==> config.mk <==
export PLATFORM = sky130hd
export DESIGN_NAME = corescore_mmcm_drp_ctrl_flat
export DESIGN_NICKNAME = d
export VERILOG_FILES = /design/src/rtl/corescore_mmcm_drp_ctrl_if.sv /design/src/rtl/corescore_mmcm_drp_ctrl.sv /design/src/flat_wrapper.sv
export SDC_FILE = /design/constraint.sdc
export NUM_CORES = 1
export LEC_CHECK = 0
export CAP_MARGIN = 10
export CORE_AREA = 4 4 83 85
export DETAILED_ROUTE_END_ITERATION = 8
export DIE_AREA = 0 0 87 89
export GPL_TIMING_DRIVEN = 0
export PLACE_DENSITY = 0.79
export SYNTH_ARGS = -nofsm -noshare
export SYNTH_HDL_FRONTEND = slang
export SYNTH_SLANG_ARGS = --single-unit
export TNS_END_PERCENT = 50
==> constraint.sdc <==
create_clock -name i_clk -period 1.9 [get_ports i_clk]
set_input_delay 0.38 -clock i_clk [delete_from_list [all_inputs] [get_ports i_clk]]
set_output_delay 0.38 -clock i_clk [all_outputs]
set_load 0.02 [all_outputs]
==> src/rtl/corescore_mmcm_drp_ctrl_if.sv <==
// corescore_mmcm_drp_ctrl_if: DRP bus between the reconfiguration sequencer and the MMCM
interface corescore_mmcm_drp_ctrl_if;
  logic        den;
  logic        dwe;
  logic [6:0]  daddr;
  logic [15:0] di;
  logic [15:0] dout;
  logic        drdy;
  modport master (output den, dwe, daddr, di, input dout, drdy);
  modport slave (input den, dwe, daddr, di, output dout, drdy);
endinterface

==> src/rtl/corescore_mmcm_drp_ctrl.sv <==
// corescore_mmcm_drp_ctrl: MMCM DRP read-modify-write sequencer with lock-gated core reset
module corescore_mmcm_drp_ctrl #(
  parameter int NUM_REGS = 4,
  parameter int RST_HOLD = 16,
  parameter int TIMEOUT = 65535,
  localparam int IW = (NUM_REGS > 1) ? $clog2(NUM_REGS) : 1,
  localparam int CW = $clog2(((RST_HOLD > TIMEOUT) ? RST_HOLD : TIMEOUT) + 1)
) (
  input  logic                           i_clk,
  input  logic                           i_rst,
  input  logic                           i_start,
  output logic [IW-1:0]                  o_tab_idx,
  input  logic [6:0]                     i_tab_addr,
  input  logic [15:0]                    i_tab_mask,
  input  logic [15:0]                    i_tab_data,
  corescore_mmcm_drp_ctrl_if.master      drp,
  input  logic                           i_locked,
  output logic                           o_mmcm_rst,
  output logic                           o_busy,
  output logic                           o_done,
  output logic                           o_err,
  output logic                           o_rst
);
  typedef enum logic [3:0] {IDLE, HOLD, RD, WAIT_RD, WR, WAIT_WR, RELEASE, WAIT_LOCK, DONE} state_t;
  state_t         state_q, state_d;
  logic [CW-1:0]  cnt_q, cnt_d, cnt_inc;
  logic [IW-1:0]  idx_q, idx_d;
  logic           den_q, den_d, dwe_q, dwe_d;
  logic [6:0]     daddr_q, daddr_d;
  logic [15:0]    di_q, di_d;
  logic           mrst_q, mrst_d, err_q, err_d, rst_q;
  logic [1:0]     lock_q;
  logic           locked_s, tmo;
  assign locked_s = lock_q[1];
  assign cnt_inc = (cnt_q == CW'(TIMEOUT)) ? cnt_q : cnt_q + CW'(1);
  assign tmo = cnt_q >= CW'(TIMEOUT - 1);
  always_ff @(posedge i_clk) begin
    if (i_rst) begin
      state_q <= IDLE;
      cnt_q   <= '0;
      idx_q   <= '0;
      den_q   <= 1'b0;
      dwe_q   <= 1'b0;
      daddr_q <= '0;
      di_q    <= '0;
      mrst_q  <= 1'b0;
      err_q   <= 1'b0;
      rst_q   <= 1'b1;
      lock_q  <= '0;
    end else begin
      state_q <= state_d;
      cnt_q   <= cnt_d;
      idx_q   <= idx_d;
      den_q   <= den_d;
      dwe_q   <= dwe_d;
      daddr_q <= daddr_d;
      di_q    <= di_d;
      mrst_q  <= mrst_d;
      err_q   <= err_d;
      rst_q   <= !locked_s | mrst_q;
      lock_q  <= {lock_q[0], i_locked};
    end
  end
  // Every wait state aborts the same way on timeout: flag error, free the MMCM, go idle.
  always_comb begin
    state_d = state_q;
    cnt_d   = cnt_q;
    idx_d   = idx_q;
    den_d   = 1'b0;
    dwe_d   = 1'b0;
    daddr_d = daddr_q;
    di_d    = di_q;
    mrst_d  = mrst_q;
    err_d   = err_q;
    case (state_q)
      IDLE: if (i_start) begin
        state_d = HOLD;
        mrst_d  = 1'b1;
        idx_d   = '0;
        err_d   = 1'b0;
        cnt_d   = '0;
      end
      HOLD: begin
        state_d = (cnt_q >= CW'(RST_HOLD - 1)) ? RD : HOLD;
        cnt_d   = (cnt_q >= CW'(RST_HOLD - 1)) ? '0 : cnt_q + CW'(1);
      end
      RD: begin
        den_d   = 1'b1;
        daddr_d = i_tab_addr;
        cnt_d   = '0;
        state_d = WAIT_RD;
      end
      WR: begin
        den_d   = 1'b1;
        dwe_d   = 1'b1;
        cnt_d   = '0;
        state_d = WAIT_WR;
      end
      WAIT_RD, WAIT_WR, WAIT_LOCK: begin
        if (state_q == WAIT_LOCK ? locked_s : drp.drdy) begin
          di_d    = (state_q == WAIT_RD) ? (drp.dout & i_tab_mask) | i_tab_data : di_q;
          idx_d   = (state_q == WAIT_WR && idx_q != IW'(NUM_REGS - 1)) ? idx_q + IW'(1) : idx_q;
          state_d = (state_q == WAIT_RD) ? WR :
                    (state_q == WAIT_LOCK) ? DONE :
                    (idx_q == IW'(NUM_REGS - 1)) ? RELEASE : RD;
        end else if (tmo) begin
          err_d   = 1'b1;
          mrst_d  = 1'b0;
          state_d = IDLE;
        end else
          cnt_d = cnt_inc;
      end
      RELEASE: begin
        mrst_d  = 1'b0;
        cnt_d   = '0;
        state_d = WAIT_LOCK;
      end
      default: state_d = IDLE;
    endcase
  end
  always_comb begin
    o_busy = state_q != IDLE;
    o_done = state_q == DONE;
  end
  assign o_tab_idx  = idx_q;
  assign drp.den    = den_q;
  assign drp.dwe    = dwe_q;
  assign drp.daddr  = daddr_q;
  assign drp.di     = di_q;
  assign o_mmcm_rst = mrst_q;
  assign o_err      = err_q;
  assign o_rst      = rst_q;
endmodule

==> src/flat_wrapper.sv <==
// flat-port wrapper written by rule: the top's interface ports become plain ports
module corescore_mmcm_drp_ctrl_flat 
#(
  parameter int NUM_REGS = 4,
  parameter int RST_HOLD = 16,
  parameter int TIMEOUT = 65535,
  localparam int IW = (NUM_REGS > 1) ? $clog2(NUM_REGS) : 1,
  localparam int CW = $clog2(((RST_HOLD > TIMEOUT) ? RST_HOLD : TIMEOUT) + 1)
)
  (i_clk, i_rst, i_start, o_tab_idx, i_tab_addr, i_tab_mask, i_tab_data, i_locked, o_mmcm_rst, o_busy, o_done, o_err, o_rst, drp_den, drp_dwe, drp_daddr, drp_di, drp_dout, drp_drdy);
  corescore_mmcm_drp_ctrl_if drp_i ();
  input  logic i_clk;
  input  logic i_rst;
  input  logic i_start;
  output logic [IW-1:0] o_tab_idx;
  input  logic [6:0] i_tab_addr;
  input  logic [15:0] i_tab_mask;
  input  logic [15:0] i_tab_data;
  input  logic i_locked;
  output logic o_mmcm_rst;
  output logic o_busy;
  output logic o_done;
  output logic o_err;
  output logic o_rst;
  output wire logic [$bits(drp_i.den)-1:0] drp_den;
  output wire logic [$bits(drp_i.dwe)-1:0] drp_dwe;
  output wire logic [$bits(drp_i.daddr)-1:0] drp_daddr;
  output wire logic [$bits(drp_i.di)-1:0] drp_di;
  input wire logic [$bits(drp_i.dout)-1:0] drp_dout;
  input wire logic [$bits(drp_i.drdy)-1:0] drp_drdy;
  assign drp_den = drp_i.den;
  assign drp_dwe = drp_i.dwe;
  assign drp_daddr = drp_i.daddr;
  assign drp_di = drp_i.di;
  assign drp_i.dout = drp_dout;
  assign drp_i.drdy = drp_drdy;
  corescore_mmcm_drp_ctrl #(.NUM_REGS(NUM_REGS), .RST_HOLD(RST_HOLD), .TIMEOUT(TIMEOUT)) u_core (.i_clk(i_clk), .i_rst(i_rst), .i_start(i_start), .o_tab_idx(o_tab_idx), .i_tab_addr(i_tab_addr), .i_tab_mask(i_tab_mask), .i_tab_data(i_tab_data), .drp(drp_i), .i_locked(i_locked), .o_mmcm_rst(o_mmcm_rst), .o_busy(o_busy), .o_done(o_done), .o_err(o_err), .o_rst(o_rst));
endmodule
==> results.sh <==
export IMPL_die_x_um=87
export IMPL_grt_pass1_vias=2330
export IMPL_numCtsBuffers=5
export IMPL_portBuffers=91
export IMPL_htreeDepth=2
export IMPL_hpwl_mm=5.02
export IMPL_area_growth_pct=52.3
export IMPL_min_period_ns=2.06
export IMPL_synth_seq_area_share_pct=44.4
export IMPL_finalSetupViolations=15
export IMPL_drv_slew=0
export IMPL_period_share_pct=109
export IMPL_io_pins=92
export IMPL_ys_types=43
export IMPL_final_common_cell="clkdlybuf4s50_1"
export IMPL_rows=29
export IMPL_place_area_um2=3350
export IMPL_critPathSlowestCell="or3_4"
export IMPL_rsz0062_at_grt="yes"
export IMPL_hp_class="register to register"
export IMPL_crit_buf_inv=0
export IMPL_violations="setup timing"
export IMPL_postLayoutCellArea_um2=3570
export IMPL_syn_cell_area_um2=2340
export IMPL_finalWeightedCongestion=0.878
export IMPL_skew_ns=0.00914
export IMPL_dpl_worst_slack_ns=-0.452
export IMPL_maxCapViolations=0
export IMPL_routed_wl_mm=6.75
export IMPL_initial_core_util_pct=37.8
export IMPL_cts_tree="yes"
export IMPL_synthCells=281
export IMPL_status="finished, violations left"
export IMPL_p_total_mw=2.02
export IMPL_slew_headroom_pct=68.0
export IMPL_clock_latency_ns=0.31
export IMPL_synth_top_area_share_pct=44.4
export IMPL_crit_required_ns=2.15
export IMPL_cp_max_fo=5
export IMPL_drc=0
export IMPL_routed_via_count=2458
export IMPL_cp_arrival_ns=2.32
export IMPL_dr_pass1_iters=4
export IMPL_power_density_nw_per_um2=565
export IMPL_grt_max_degree=19
export IMPL_worst_setup_path_start_kind="register"
export IMPL_cts_max_path_buffers=2
export IMPL_routedWlPerCell_um=14.6
export IMPL_fin_nets=449
export IMPL_path_class="register to register"
export IMPL_critPathMaxStageDelay_ns=0.41
export IMPL_final_core_util_pct=57.6
export IMPL_ant_nets=0
export IMPL_grt_overflow=0
export IMPL_endpoint_kind="register"
export IMPL_die_area_um2=7740
export IMPL_ir_worst_vdd_mv=0.387
export IMPL_tightestPinTransition_ns=0.476
export IMPL_cts_root_buffer="clkbuf_8"
export IMPL_fin_cells=464
export IMPL_core_area_um2=6200
export IMPL_vias_per_cell=5.30
export IMPL_p_leak_nw=1.30
export IMPL_worstPathCellList="nand4b_4 -> mux2_4 -> a211oi_4 -> nand4_1 -> or3_4 -> a21oi_2"
export IMPL_drt_iter0_markers=136
export IMPL_fmax_mhz=485
export IMPL_ys_seq_elements=52
export IMPL_diodes=0
export IMPL_antenna_found_initial=0
export IMPL_synth_area_leaders="dfxtp_1 (44%), a21oi_1 (7.5%), nor2_1 (6.1%)"
export IMPL_synth_fp_nets=344
export IMPL_track_usage_pct=16.6
export IMPL_drive_above_1_share_pct=12.4
export IMPL_ys_warn_count=0
export IMPL_synth_top_cell_by_area="dfxtp_1"
export IMPL_async_flop_share_pct=0
export IMPL_cts_hold_buf=0
export IMPL_fin_ws_ns=-0.163
export IMPL_ys_flop_type="dfxtp_1"
export IMPL_synth_edf_count=0
export IMPL_syn_area_per_cell_um2=8.34
export IMPL_grt_first_pass_wirelength_mm=10.3
export IMPL_finalHoldViolCount=0
export IMPL_holdWs_ns=0.463
export IMPL_die_h_um=89
export IMPL_path_delay_family="simple AND/OR/NAND/NOR gates"
export IMPL_post_place_cells=449
export IMPL_cts_sinks=52
export IMPL_tns_ns=-1.01
export IMPL_mostFrequentLayoutCells="clkdlybuf4s50_1 (89), dfxtp_1 (46), nor2_1 (37)"
export IMPL_cts_clk_slew_worst_paths_ns=0.10
## power breakdown
part	total, mW	switching, mW	internal, mW
sequential	1.10	0.00692	1.10
clock	0.667	0.396	0.271
combinational	0.248	0.0966	0.152
## worst register-to-register path, cell delays in order, from the launching register on
cell	delay [ns]
dfxtp_4	0.38
nand4b_4	0.18
mux2_4	0.35
a211oi_4	0.34
nand4_1	0.23
or3_4	0.41
a21oi_2	0.11
## cells in the mapped netlist, types with 2 or more instances
library cell,n
a211oi_1,16
a21o_1,2
a21oi_1,35
and3_1,9
and4_1,2
clkbuf_1,13
dfxtp_1,52
ha_1,3
inv_1,3
nand2_1,31
nand3_1,10
nand4_1,4
nand4b_1,3
nor2_1,38
nor2b_1,5
nor3_1,4
nor3b_1,2
nor4_1,4
o21ai_0,5
o22ai_1,2
o31ai_1,2
or3_1,5
xor2_1,11
## metal layers
metal	routed length, um	global-route usage, %	vias to the layer above
met5	0	0	-
met4	139	8.36	0
met3	494	3.87	13
met2	3480	28.0	87
met1	2640	19.7	1142
li1	-	-	1216
## sequential cells by signal, indices dropped and copies added, names as in the netlist
signal and flops:
u_core.cnt_q 16, u_core.drp.di 16, u_core.drp.daddr 7, u_core.state_q 4, u_core.lock_q 2, u_core.o_tab_idx 2
u_core.drp.den 1, u_core.drp.dwe 1, u_core.o_err 1, u_core.o_mmcm_rst 1, u_core.o_rst 1
## cell type report
type	count	area [um2]
plain buffers	13	70.1
clock buffers	5	68.8
clock inverters	3	27.5
fillers	556	2630
inverters	3	11.3
multi-input cells	211	1270
flip-flops and latches	52	1050
well taps	77	96.3
repair buffers	100	972
## timing repair
action                                  4_1_cts  5_1_grt
resized for setup                            17       20
endpoints found under the setup margin       34       37
endpoints found under the hold margin         0        0
pin swaps                                     3        9
cloned                                        0        0
setup buffers                                 4        6
## final timing paths
path / cells past startpoint / to / start / slack, ns
setup reg to reg: 6 / u_core.cnt_q[12] / u_core.state_q[3] / -0.16
hold / removal: 1 / u_core.lock_q[1] / u_core.lock_q[0] / 0.46
setup / recovery: 6 / u_core.cnt_q[12] / u_core.state_q[3] / -0.16
hold reg to reg: 1 / u_core.lock_q[1] / u_core.lock_q[0] / 0.46
## kinds of logic after synthesis
group | share of synthesized area [%]
adder cells (fa/ha/maj) | 1.60
AND/OR/NAND/NOR | 26.8
multiplexers | 1.07
flip-flops | 44.4
AO/OA/AOI/OAI | 18.8
buffers and inverters | 3.25
XOR/XNOR | 4.11
Power figures use the tool's default switching activity.
